`config.mk`:
```
export PLATFORM = sky130hd
export DESIGN_NAME = mem_access_unit
export DESIGN_NICKNAME = d
export VERILOG_FILES = /design/src/rtl/mem_access_unit.sv
export SDC_FILE = /design/constraint.sdc
export NUM_CORES = 1
export LEC_CHECK = 0
export BUFFER_PORTS_ARGS = -buffer_cell sky130_fd_sc_hd__buf_2
export CELL_PAD_IN_SITES_DETAIL_PLACEMENT = 0
export CELL_PAD_IN_SITES_GLOBAL_PLACEMENT = 1
export CORE_MARGIN = 2
export CORE_UTILIZATION = 37
export CTS_CLUSTER_DIAMETER = 150
export DETAILED_ROUTE_END_ITERATION = 10
export GPL_TIMING_DRIVEN = 0
export PLACE_DENSITY_LB_ADDON = 0.05
export SETUP_SLACK_MARGIN = 0.3
export SYNTH_ARGS = -nofsm -noshare
export SYNTH_HDL_FRONTEND = slang
export SYNTH_SLANG_ARGS = --single-unit
```
`constraint.sdc`:
```
create_clock -name clk -period 2.1 [get_ports clk]
set_clock_uncertainty 0.1 [all_clocks]
set_input_delay 0.315 -clock clk [delete_from_list [all_inputs] [get_ports clk]]
set_output_delay 0.315 -clock clk [all_outputs]
set_load 0.005 [all_outputs]
```
`src/rtl/mem_access_unit.sv`:
```
// mem_access_unit
//   Load/store bridge between a single-cycle datapath and a multi-cycle req/ack data bus.
//   An aligned cpu_req is captured into registered bus_* outputs and held until the slave
//   acknowledges or the wait exceeds TIMEOUT cycles. The datapath is stalled meanwhile,
//   and load data comes back right-justified by the byte offset (zero-filled, unsigned).
//
// Ports
//   clk, rst            clock (rising edge), asynchronous active-low reset
//   cpu_req             datapath access request (level, held while stall=1)
//   cpu_addr            byte address
//   cpu_wea, cpu_wdata  lane-aligned store enables / data (wea==0 means load)
//   cpu_len             000 lbu, 001 lb, 010 lhu, 011 lh, 100 word
//   cpu_rdata           right-justified load data, valid with done
//   stall               hold the datapath this cycle
//   done, err           one-cycle completion pulse, error flag alongside it
//   misalign            combinational: request with illegal alignment/length
//   bus_req/we/addr/wea/wdata  registered bus request side
//   bus_ack, bus_err, bus_rdata  bus response side (err/rdata valid with ack)

module mem_access_unit #(
  parameter int unsigned TIMEOUT = 255
) (
  input  logic        clk,
  input  logic        rst,
  input  logic        cpu_req,
  input  logic [31:0] cpu_addr,
  input  logic [3:0]  cpu_wea,
  input  logic [31:0] cpu_wdata,
  input  logic [2:0]  cpu_len,
  output logic [31:0] cpu_rdata,
  output logic        stall,
  output logic        done,
  output logic        err,
  output logic        misalign,
  output logic        bus_req,
  output logic        bus_we,
  output logic [31:0] bus_addr,
  output logic [3:0]  bus_wea,
  output logic [31:0] bus_wdata,
  input  logic        bus_ack,
  input  logic        bus_err,
  input  logic [31:0] bus_rdata
);

  typedef enum logic [1:0] {IDLE, REQ, RESP} state_t;

  localparam logic [15:0] CNT_LAST = 16'(TIMEOUT - 1);

  state_t      state;
  logic [15:0] cnt;
  logic [1:0]  offset;
  logic        aligned;

  // Length codes outside the table are folded into "misaligned" so they never reach the bus.
  function automatic logic legal_access(input logic [2:0] len, input logic [1:0] a);
    case (len)
      3'b000, 3'b001: return 1'b1;
      3'b010, 3'b011: return a != 2'b11;
      3'b100:         return a == 2'b00;
      default:        return 1'b0;
    endcase
  endfunction

  function automatic logic [31:0] shift_rdata(input logic [31:0] w, input logic [1:0] o);
    return w >> {o, 3'b000};
  endfunction

  always_comb begin
    aligned  = legal_access(cpu_len, cpu_addr[1:0]);
    misalign = cpu_req & ~aligned;
    // The capture cycle in IDLE already stalls so the PC does not move past the access.
    stall    = (state == REQ) | ((state == IDLE) & cpu_req & aligned);
  end

  always_ff @(posedge clk or negedge rst) begin
    if (!rst) begin
      state     <= IDLE;
      cnt       <= '0;
      offset    <= '0;
      bus_req   <= 1'b0;
      bus_we    <= 1'b0;
      bus_addr  <= '0;
      bus_wea   <= '0;
      bus_wdata <= '0;
      cpu_rdata <= '0;
      done      <= 1'b0;
      err       <= 1'b0;
    end else begin
      done <= 1'b0;
      err  <= 1'b0;
      case (state)
        IDLE: begin
          if (cpu_req && aligned) begin
            bus_req   <= 1'b1;
            bus_we    <= |cpu_wea;
            bus_addr  <= {cpu_addr[31:2], 2'b00};
            bus_wea   <= cpu_wea;
            bus_wdata <= cpu_wdata;
            offset    <= cpu_addr[1:0];
            cnt       <= '0;
            state     <= REQ;
          end
        end
        REQ: begin
          // Ack wins over a timeout landing in the same cycle.
          if (bus_ack) begin
            bus_req <= 1'b0;
            if (!bus_we) cpu_rdata <= shift_rdata(bus_rdata, offset);
            err     <= bus_err;
            done    <= 1'b1;
            state   <= RESP;
          end else if (cnt == CNT_LAST) begin
            bus_req   <= 1'b0;
            cpu_rdata <= '0;
            err       <= 1'b1;
            done      <= 1'b1;
            state     <= RESP;
          end else begin
            cnt <= cnt + 16'd1;
          end
        end
        RESP: begin
          // cpu_req still high here belongs to the instruction being retired.
          state <= IDLE;
        end
        default: state <= IDLE;
      endcase
    end
  end

endmodule

```
==> impl_metrics.tcl <==
set metrics [dict create \
    hold_viol_final 0 \
    syn2layout_area_growth_pct 43.1 \
    drv_cap 0 \
    crit_fanout 5 \
    cpPeakStageDelay_ps 470 \
    grtUsageTotal 0.193 \
    synth-edff-count 0 \
    hold_path.class "primary input to flop" \
    syn_inst 428 \
    synth_seq_area_share 0.564 \
    ys_warn_count 0 \
    cts_max_level 4 \
    rows 44 \
    cp-end-kind "flop" \
    fin_crit_sh 0.973 \
    cts_buffers 17 \
    synth_area_sq_um 5410 \
    antenna_found_initial 2 \
    grt_pass1_vias 4488 \
    crit_chain "inv_1 -> ha_2 -> or4b_4 -> nor4_4 -> buf_4 -> nor3_4 -> buf_6 -> a21oi_2 -> o21ai_1" \
    hp-start "cpu_wdata[9]" \
    coreArea_sq_um 14400 \
    hpwl_um 10700 \
    fin_cells 882 \
    wl_per_cell_um 17.0 \
    fp.dieW_um 125 \
    grt_max_degree 71 \
    ys_types 48 \
    num_vias 4435 \
    dieArea_sq_um 15600 \
    route.detailed.drc 0 \
    dp_cells 824 \
    firstDrtPassIters 4 \
    final_layout_size_suffix_gt1_frac 0.551 \
    holdWs_ps 24.6 \
    rrSetupSlack_ps 60 \
    dpl_worst_slack_ps -169 \
    cp_slowest_cell "or4b_4" \
    drt_iter0_drc 201 \
    pwr_density_cell_nw_per_um2 1190 \
    hold_path_depth 2 \
    cts_root_buf "clkbuf_16" \
    place_congestion 0.821 \
    setup_viol 0 \
    die_h_um 125 \
    rr_worst_depth 9 \
    status "finished clean" \
    crit_path_start_kind "flop" \
    rsz0062_at_grt "true" \
    async_reset_ff_frac 1.00 \
    clock_latency_ps 410 \
    leakage_uw 0.00388 \
    cpLargestDelayFamily "simple AND/OR/NAND/NOR gates" \
    port_buffers 210 \
    tightest_slew_ps 530 \
    cts_sinks 122 \
    synth_seq_cells 122 \
    grt_pass1_wl_um 23500 \
    min_to "bus_wdata[9]" \
    nets 794 \
    ioPinCount 214 \
    cts.path.max_buffers 2 \
    ys.flop_type "dfrtp_1" \
    ir_worst_vdd_mv 0.532 \
    crit_buf_inv 3 \
    start_util 0.375 \
    fill_cells 1312 \
    drt_wl_total_um 15000 \
    critPathKind "flop to flop" \
    rr_startpoint "cnt[0]" \
    detail-route-antenna-nets 0 \
    rr_endpoint "cnt[13]" \
    fin_ws_ps 57.7 \
    max_clock_freq_mhz 490 \
    post-route-min-period_ps 2040 \
    cp.required_ps 2300 \
    worstPathArrival_ps 2240 \
    cts_tree "yes" \
    clk_pin_slew_ps 60 \
    viasPerCell 5.03 \
    slew_headroom 0.646 \
    drv_slew 0 \
    overflow 0 \
    syn_avg_cell_area_sq_um 12.6 \
]
## synthesized netlist by cell type (2+ instances only)
cell type    n  share of area
dfrtp_1    122           0.56
mux2_2      73           0.15
nand2_1     35          0.024
o21ai_0     25          0.023
mux2i_1     17          0.031
a22o_1      16          0.026
nor2_1      16          0.011
nor2b_1     10          0.012
a211o_1      8          0.013
a32o_1       8          0.015
buf_6        8          0.017
inv_1        8         0.0055
buf_2        7         0.0065
a21oi_1      6         0.0055
clkbuf_1     6         0.0042
buf_4        5         0.0069
nand4_1      5         0.0058
a31oi_1      4         0.0046
nand3_1      4         0.0037
a21o_1       3         0.0042
and3_1       3         0.0035
mux2_1       3         0.0062
nor4_1       3         0.0035
and2b_1      2         0.0028
ha_1         2         0.0046
nand2b_1     2         0.0023
nand4b_1     2         0.0032
nor3_1       2         0.0018
o21ai_2      2         0.0032
o31ai_1      2         0.0028
or3_1        2         0.0023
## state kept, by name (all words and copies together) (netlist names)
register   flops
bus_addr      30
done           1
bus_we         1
cnt           16
bus_req        1
state          2
bus_wea        4
cpu_rdata     32
err            1
offset         2
bus_wdata     32
## cell families after synthesis
logic type	share of synthesized area
DFF	0.564
and+or+nand+nor	0.0966
muxes	0.190
AOI/OAI and AO/OA	0.104
buffers and inverters	0.0405
adders and majority gates	0.00462
other	0.000693
## per-layer routing
| layer | wire length (um) | track usage | up-vias |
|---|---|---|---|
| met5 | 12 | 0 | - |
| met4 | 294 | 0.0712 | 2 |
| met3 | 981 | 0.0591 | 24 |
| met2 | 7340 | 0.317 | 166 |
| met1 | 6400 | 0.243 | 2177 |
| li1 | - | - | 2066 |
## worst max path at each step
stage          cells past startpoint             to  slack (ps)   start
3_3_place_gp                       1  bus_wdata[22]        -970     rst
2_1_floorplan                      8         cnt[4]         190  cnt[0]
6_report                           9        cnt[13]          60  cnt[0]
3_5_place_dp                       8         cnt[4]        -170  cnt[0]
5_1_grt                            9        cnt[13]         -50  cnt[0]
4_1_cts                            9         cnt[4]         -20  cnt[0]
## layout by cell type, fill, tap and decap left out, types with 9 or more instances in the layout
| cell | count |
|---|---|
| buf_2 | 212 |
| nand2_1 | 31 |
| nor2b_1 | 10 |
| dfrtp_1 | 122 |
| clkbuf_16 | 18 |
| buf_6 | 19 |
| o21ai_0 | 11 |
| mux2i_1 | 17 |
| o21ai_1 | 9 |
| nor2_1 | 15 |
| buf_4 | 17 |
| a22o_1 | 16 |
| mux2_2 | 65 |
## layout make-up
cell class	instances	area, sq um	area share
flip-flops and latches	122	3050	0.394
multi-input cells	272	2280	0.294
repair buffers	236	1330	0.171
clock buffers	22	474	0.0612
plain buffers	27	230	0.0297
well taps	184	230	0.0297
clock inverters	10	116	0.0150
inverters	8	30.0	0.00388
diodes	1	2.50	0.000323
## timing repair
action	CTS	global route
buffers inserted	13	5
hold buffers	3	0
hold endpoints to repair	54	0
endpoints found under the setup margin	53	53
gates resized for setup	19	44
pin swaps	5	25
cloned	2	2
## where the power goes
| group | internal (uW) | total, uW | switching [uW] |
|---|---|---|---|
| clock network | 1840 | 2880 | 1040 |
| registers | 3110 | 3490 | 373 |
| logic | 1590 | 2850 | 1260 |
## through the flow
| step | total power (uW) | utilization | instance area (sq um) | setup TNS, ps |
|---|---|---|---|---|
| floorplan | 4910 | - | 5440 | 0 |
| global placement | 6110 | 0.466 | 6730 | -118650 |
| detailed placement | 6190 | 0.469 | 6760 | -1610 |
| CTS | 9220 | 0.524 | 7560 | -143 |
| global route | 9790 | 0.537 | 7740 | -345 |
| finish | 9220 | 0.537 | 7740 | 0 |
## worst register-to-register path: cells and delay by family (launching register included)
kind / cells / cell delay (ps)
buffers and inverters: 3 / 380
AOI/OAI and AO/OA: 2 / 190
and+or+nand+nor: 3 / 720
DFF: 1 / 370
adders and majority gates: 1 / 170
(Power assumes the default switching activity.)
